### config.mk
export PLATFORM = sky130hd
export DESIGN_NAME = seu_error_event_logger_flat
export DESIGN_NICKNAME = d
export VERILOG_FILES = /design/src/rtl/seu_error_event_logger_if.sv /design/src/rtl/seu_error_event_logger.sv /design/src/flat_wrapper.sv
export SDC_FILE = /design/constraint.sdc
export NUM_CORES = 1
export LEC_CHECK = 0
export ABC_AREA = 1
export ABC_CLOCK_PERIOD_IN_PS = 6210
export CAP_MARGIN = 0
export CELL_PAD_IN_SITES_DETAIL_PLACEMENT = 2
export CELL_PAD_IN_SITES_GLOBAL_PLACEMENT = 2
export CORE_MARGIN = 4
export CORE_UTILIZATION = 38
export DETAILED_ROUTE_END_ITERATION = 8
export PLACE_DENSITY = 0.85
export SYNTH_ARGS = -nofsm -noshare
export SYNTH_HDL_FRONTEND = slang
export SYNTH_SLANG_ARGS = --single-unit
### constraint.sdc
create_clock -name clock -period 6.21 [get_ports clock]
set_input_delay 0.9315 -clock clock [delete_from_list [all_inputs] [get_ports clock]]
set_output_delay 0.9315 -clock clock [all_outputs]
set_load 0.02 [all_outputs]
### src/rtl/seu_error_event_logger_if.sv
`default_nettype none
// ============================================================================
// seu_error_event_logger_if : control/status bundle for the SEU event logger
// Revision : 1.0
// ============================================================================
interface seu_error_event_logger_if #(
  parameter int FIFO_DEPTH = 16
);
  localparam int c_LVL_W = $clog2(FIFO_DEPTH) + 1;

  logic               enable;
  logic               clear;
  logic               sampleStrobe;
  logic [47:0]        errCount;
  logic               rdAck;
  logic               dataValid;
  logic [63:0]        dataOut;
  logic [c_LVL_W-1:0] fifoLevel;
  logic               overflow;
  logic [15:0]        dropCount;
  logic               armed;

  modport master (
    output enable, clear, sampleStrobe, errCount, rdAck,
    input  dataValid, dataOut, fifoLevel, overflow, dropCount, armed
  );

  modport slave (
    input  enable, clear, sampleStrobe, errCount, rdAck,
    output dataValid, dataOut, fifoLevel, overflow, dropCount, armed
  );
endinterface
`default_nettype wire

### src/rtl/seu_error_event_logger.sv
`default_nettype none
// ============================================================================
// seu_error_event_logger : timestamps nonzero PRBS7 error-count deltas into a FWFT FIFO
// Revision : 1.0
// ============================================================================
module seu_error_event_logger #(
  parameter int FIFO_DEPTH = 16,
  parameter int TS_WIDTH   = 48
) (
  input  logic                    clock,
  input  logic                    RSTn,
  seu_error_event_logger_if.slave bus
);
  localparam int c_AW = $clog2(FIFO_DEPTH);
  localparam int c_CW = c_AW + 1;

  typedef enum logic [1:0] {
    S_IDLE = 2'd0,
    S_ARM  = 2'd1,
    S_RUN  = 2'd2
  } state_t;

  logic [1:0]          r_rst_sync;
  logic                w_rst_n;
  state_t              r_state;
  logic                r_armed;
  logic [TS_WIDTH-1:0] r_ts;
  logic [47:0]         r_base;
  logic                r_pend_vld;
  logic [63:0]         r_pend_data;
  logic [63:0]         r_mem [FIFO_DEPTH];
  logic [c_AW-1:0]     r_wr;
  logic [c_AW-1:0]     r_rd;
  logic [c_CW-1:0]     r_cnt;
  logic                r_ovf;
  logic [15:0]         r_drop;

  logic [47:0]         w_diff;
  logic [15:0]         w_delta;
  logic [47:0]         w_ts48;
  logic                w_empty;
  logic                w_full;
  logic                w_pop;
  logic                w_wr_en;
  logic                w_drop;

  // Assertion is immediate; release takes two clock edges to propagate.
  always_ff @(posedge clock or negedge RSTn) begin
    if (!RSTn) r_rst_sync <= 2'b00;
    else       r_rst_sync <= {r_rst_sync[0], 1'b1};
  end
  assign w_rst_n = r_rst_sync[1];

  assign w_diff  = bus.errCount - r_base;
  assign w_delta = (|w_diff[47:16]) ? 16'hFFFF : w_diff[15:0];
  assign w_ts48  = 48'(r_ts);
  assign w_empty = (r_cnt == '0);
  assign w_full  = (r_cnt == c_CW'(FIFO_DEPTH));
  assign w_pop   = bus.rdAck & ~w_empty;
  // A pop in the same cycle frees the slot, so a full FIFO still accepts.
  assign w_wr_en = r_pend_vld & (~w_full | w_pop) & ~bus.clear;
  assign w_drop  = r_pend_vld & w_full & ~w_pop & ~bus.clear;

  always_ff @(posedge clock or negedge w_rst_n) begin
    if (!w_rst_n) begin
      r_state     <= S_IDLE;
      r_armed     <= 1'b0;
      r_ts        <= '0;
      r_base      <= '0;
      r_pend_vld  <= 1'b0;
      r_pend_data <= '0;
      r_wr        <= '0;
      r_rd        <= '0;
      r_cnt       <= '0;
      r_ovf       <= 1'b0;
      r_drop      <= '0;
    end else if (bus.clear) begin
      r_state    <= S_IDLE;
      r_armed    <= 1'b0;
      r_ts       <= '0;
      r_pend_vld <= 1'b0;
      r_wr       <= '0;
      r_rd       <= '0;
      r_cnt      <= '0;
      r_ovf      <= 1'b0;
      r_drop     <= '0;
    end else begin
      r_ts       <= r_ts + TS_WIDTH'(1);
      r_pend_vld <= 1'b0;

      case (r_state)
        S_IDLE: begin
          if (bus.enable) r_state <= S_ARM;
        end
        S_ARM: begin
          if (!bus.enable) begin
            r_state <= S_IDLE;
          end else if (bus.sampleStrobe) begin
            r_base  <= bus.errCount;
            r_state <= S_RUN;
            r_armed <= 1'b1;
          end
        end
        S_RUN: begin
          if (!bus.enable) begin
            r_state <= S_IDLE;
            r_armed <= 1'b0;
          end else if (bus.sampleStrobe) begin
            r_base <= bus.errCount;
            if (w_diff != 48'd0) begin
              r_pend_vld  <= 1'b1;
              r_pend_data <= {w_ts48, w_delta};
            end
          end
        end
        default: begin
          r_state <= S_IDLE;
          r_armed <= 1'b0;
        end
      endcase

      if (w_wr_en) r_wr <= r_wr + c_AW'(1);
      if (w_pop)   r_rd <= r_rd + c_AW'(1);

      case ({w_wr_en, w_pop})
        2'b10:   r_cnt <= r_cnt + c_CW'(1);
        2'b01:   r_cnt <= r_cnt - c_CW'(1);
        default: r_cnt <= r_cnt;
      endcase

      if (w_drop) begin
        r_ovf <= 1'b1;
        if (r_drop != 16'hFFFF) r_drop <= r_drop + 16'd1;
      end
    end
  end

  always_ff @(posedge clock) begin
    if (w_wr_en) r_mem[r_wr] <= r_pend_data;
  end

  assign bus.dataValid = ~w_empty;
  assign bus.dataOut   = w_empty ? 64'd0 : r_mem[r_rd];
  assign bus.fifoLevel = r_cnt;
  assign bus.overflow  = r_ovf;
  assign bus.dropCount = r_drop;
  assign bus.armed     = r_armed;
endmodule
`default_nettype wire

### src/flat_wrapper.sv
// flat-port wrapper written by rule: the top's interface ports become plain ports
module seu_error_event_logger_flat 
#(
  parameter int FIFO_DEPTH = 16,
  parameter int TS_WIDTH   = 48
)
  (clock, RSTn, bus_enable, bus_clear, bus_sampleStrobe, bus_errCount, bus_rdAck, bus_dataValid, bus_dataOut, bus_fifoLevel, bus_overflow, bus_dropCount, bus_armed);
  seu_error_event_logger_if #(.FIFO_DEPTH(FIFO_DEPTH)) bus_i ();
  input  logic clock;
  input  logic RSTn;
  input wire logic [$bits(bus_i.enable)-1:0] bus_enable;
  input wire logic [$bits(bus_i.clear)-1:0] bus_clear;
  input wire logic [$bits(bus_i.sampleStrobe)-1:0] bus_sampleStrobe;
  input wire logic [$bits(bus_i.errCount)-1:0] bus_errCount;
  input wire logic [$bits(bus_i.rdAck)-1:0] bus_rdAck;
  output wire logic [$bits(bus_i.dataValid)-1:0] bus_dataValid;
  output wire logic [$bits(bus_i.dataOut)-1:0] bus_dataOut;
  output wire logic [$bits(bus_i.fifoLevel)-1:0] bus_fifoLevel;
  output wire logic [$bits(bus_i.overflow)-1:0] bus_overflow;
  output wire logic [$bits(bus_i.dropCount)-1:0] bus_dropCount;
  output wire logic [$bits(bus_i.armed)-1:0] bus_armed;
  assign bus_i.enable = bus_enable;
  assign bus_i.clear = bus_clear;
  assign bus_i.sampleStrobe = bus_sampleStrobe;
  assign bus_i.errCount = bus_errCount;
  assign bus_i.rdAck = bus_rdAck;
  assign bus_dataValid = bus_i.dataValid;
  assign bus_dataOut = bus_i.dataOut;
  assign bus_fifoLevel = bus_i.fifoLevel;
  assign bus_overflow = bus_i.overflow;
  assign bus_dropCount = bus_i.dropCount;
  assign bus_armed = bus_i.armed;
  seu_error_event_logger #(.FIFO_DEPTH(FIFO_DEPTH), .TS_WIDTH(TS_WIDTH)) u_core (.clock(clock), .RSTn(RSTn), .bus(bus_i));
endmodule
==> impl_metrics.json <==
{
  "cts_tree": "done",
  "num-nets-final": 5042,
  "grt_pass1_wl_um": 317000,
  "vias": 42000,
  "clock-skew-final_ns": 0.0540,
  "grt_pass1_vias": 45900,
  "synth_top_family_by_area": "simple AND/OR/NAND/NOR gates",
  "grt-ovfl-total": 0,
  "path_clk_slew_ns": 0.05,
  "worst_setup_path_start_kind": "register",
  "cts-root-buf": "clkbuf_16",
  "ant_nets": 0,
  "ir_worst_vdd_v": 0.000313,
  "outcome": "finished clean",
  "stdcell_count": 6907,
  "wl_per_cell_um": 31.2,
  "design_area_mm2": 0.0612,
  "ys_seq_area_share_pct": 67.2,
  "drt-pass1-iter-count": 6,
  "place_area_mm2": 0.0566,
  "avgSynthCellArea_um2": 11.0,
  "seqPwrFrac_pct": 38.2,
  "fp-row-count": 136,
  "postCtsSetupBuffers": 0,
  "insertion_delay_ns": 0.82,
  "setup_viol": 0,
  "fmax_mhz": 178,
  "cts_resized": 0,
  "drive_gt1_share_pct": 6.56,
  "nFillCells": 14100,
  "grt_max_degree": 231,
  "crit_arrival_ns": 4.69,
  "setup_tns_ns": 0,
  "p_per_area_mw_per_mm2": 419,
  "synthMuxAreaShare_pct": 0.0212,
  "critPathMaxFanout": 212,
  "ys_seq_elements": 1220,
  "synth_xor_area_share_pct": 0.544,
  "worstPathRequired_ns": 5.28,
  "ios": 142,
  "p_leak_nw": 22.2,
  "synth_compound_area_share_pct": 12.4,
  "critPathKind": "register to output port",
  "drt-total-wl_um": 215000,
  "synth-main-ff-cell": "edfxtp_1",
  "worst_slack_ns": 0.589,
  "clockPowerShare_pct": 33.2,
  "ys_types": 47,
  "dieWidth_um": 382,
  "fin_crit_sh_pct": 90.5,
  "dpl.hpwl_um": 119000,
  "swShare_pct": 36.9,
  "synth_fa_ha_area_share_pct": 1.49,
  "drt_iter0_markers": 4286,
  "area_growth_pct": 15.3,
  "place_ws_ns": 1.19,
  "antenna_found_initial": 4,
  "max_slew.worst_pin.slew_ns": 1.36,
  "maxCapViolCount": 0,
  "critPathCaptureType": "output port",
  "design.core.area_mm2": 0.138,
  "synth_edf_count": 1024,
  "clockBufferDepth": 3,
  "syn_inst": 4841,
  "finish.utilization_pct": 44.3,
  "synth_area_mm2": 0.0531,
  "grtUsageTotal_pct": 29.0,
  "h-tree-depth": 4,
  "placedCellCount": 6647,
  "switchingPower_mw": 9.48,
  "whs_ns": 0.283,
  "drv_slew": 0,
  "slew_headroom_pct": 9.14,
  "holdBufCountCts": 0,
  "numPortBuffers": 141,
  "cts_sinks": 1220,
  "worstHoldPathType": "input pin to asynchronous set/reset pin",
  "internal-power_mw": 16.2,
  "async_flop_share_pct": 16.1,
  "die_y_um": 382,
  "hold_viol_final": 0,
  "vias_per_cell": 6.08,
  "initial_core_util_pct": 38.4,
  "numCtsBuffers": 140,
  "p_comb_share_pct": 28.7,
  "ys_warn_count": 0,
  "place_congestion": 0.864,
  "drc": 0,
  "synth_simple_gate_area_share_pct": 13.8,
  "finalCriticalPeriod_ns": 5.62,
  "rsz0062_at_grt": "false",
  "syn_nets": 4957,
  "p_total_mw": 25.7,
  "die_area_mm2": 0.146
}
## power by group through the flow
stage	Clock [mW]	Sequential [mW]	Combinational, mW
2_1_floorplan	0	9.73	4.34
3_3_place_gp	0	9.87	6.78
3_5_place_dp	0	9.94	7.17
4_1_cts	8.60	9.79	7.35
5_1_grt	8.95	9.83	8.02
6_report	8.51	9.80	7.35
## Yosys cell counts (all sizes together) (9+ instances only)
library cell | count | area (µm²)
nand4 | 58 | 363
inv | 361 | 1360
o21a | 9 | 67.6
xor2 | 18 | 158
o21ai | 560 | 2800
nand2 | 694 | 2620
xnor2 | 15 | 131
o22ai | 88 | 551
nor2 | 753 | 2880
buf | 27 | 185
o221ai | 171 | 1500
o211ai | 86 | 646
nand3 | 203 | 1020
dfrtp | 196 | 4900
ha | 60 | 751
edfxtp | 1024 | 30700
nor4 | 15 | 100
nor3 | 45 | 230
clkbuf | 233 | 875
a21oi | 192 | 961
## area by class of cell
cell class	instances	area [µm²]	area share [%]
sequential	1220	35700	58.3
multi-input combinational	2997	15100	24.7
clock buffer	192	3880	6.34
tap	1863	2330	3.81
timing repair buffer	203	2110	3.46
inverter	364	1390	2.26
clock inverter	67	673	1.10
antenna	1	2.50	0.00409
## metal layers
layer	up-vias	wire length [µm]	global-route usage, %	share of wire, %
met5	-	20	0	0.0093
met4	2	10600	13.3	4.9
met3	624	14900	5.06	6.9
met2	2108	106000	48.8	49
met1	21900	84200	36.5	39
li1	17400	-	-	-
## sequential cells by signal (all words and copies together), names as in the netlist
signal / cells
u_core.r_pend_data: 64
u_core.bus.fifoLevel: 5
u_core.r_state: 2
u_core.r_base: 48
u_core.bus.armed: 1
u_core.r_rd: 4
u_core.bus.dropCount: 16
u_core.r_rst_sync: 2
u_core.bus.overflow: 1
u_core.r_ts: 48
u_core.r_pend_vld: 1
u_core.r_wr: 4
u_core.r_mem: 1024
## worst max-delay path, stage by stage, from the launching register on
cell and delay [ns]:
dfrtp_4 0.85, buf_12 0.69, o21ai_0 0.45, o221ai_1 0.42, nand3_1 0.16, a21oi_1 0.51, clkdlybuf4s50_1 0.71
## placed cells by master, fill, tap and decap left out, types with 86 or more instances in the layout
cell type,count
nand3_1,201
o221ai_1,171
nand2_1,688
nor2_1,728
clkdlybuf4s50_1,141
o22ai_1,88
o21ai_0,559
a21oi_1,192
clkbuf_16,143
edfxtp_1,1024
dfrtp_1,191
inv_1,343
o211ai_1,86
## logic make-up after synthesis
kind of cell / Yosys count
AO/OA/AOI/OAI: 1116
other: 1
AND/OR/NAND/NOR: 1784
buffers and inverters: 624
multiplexers: 1
adder cells (fa/ha/maj): 62
flip-flops: 1220
XOR/XNOR: 33
## worst paths after layout
kind | to | depth (start not counted) | slack (ns) | start
worst min-delay path | u_core.r_rst_sync[1] | 1 | 0.28 | RSTn
worst min register to register | u_core.r_rst_sync[1] | 0 | 0.35 | u_core.r_rst_sync[0]
max in group asynchronous | u_core.r_base[6] | 1 | 4.41 | u_core.r_rst_sync[1]
min in group clock | u_core.r_rst_sync[1] | 0 | 0.35 | u_core.r_rst_sync[0]
worst max register to register | u_core.r_pend_data[41] | 19 | 1.94 | u_core.r_base[9]
worst max-delay path | bus_dataOut[5] | 6 | 0.59 | u_core.r_rd[1]
Note: power is estimated with default switching activity, not from simulation.
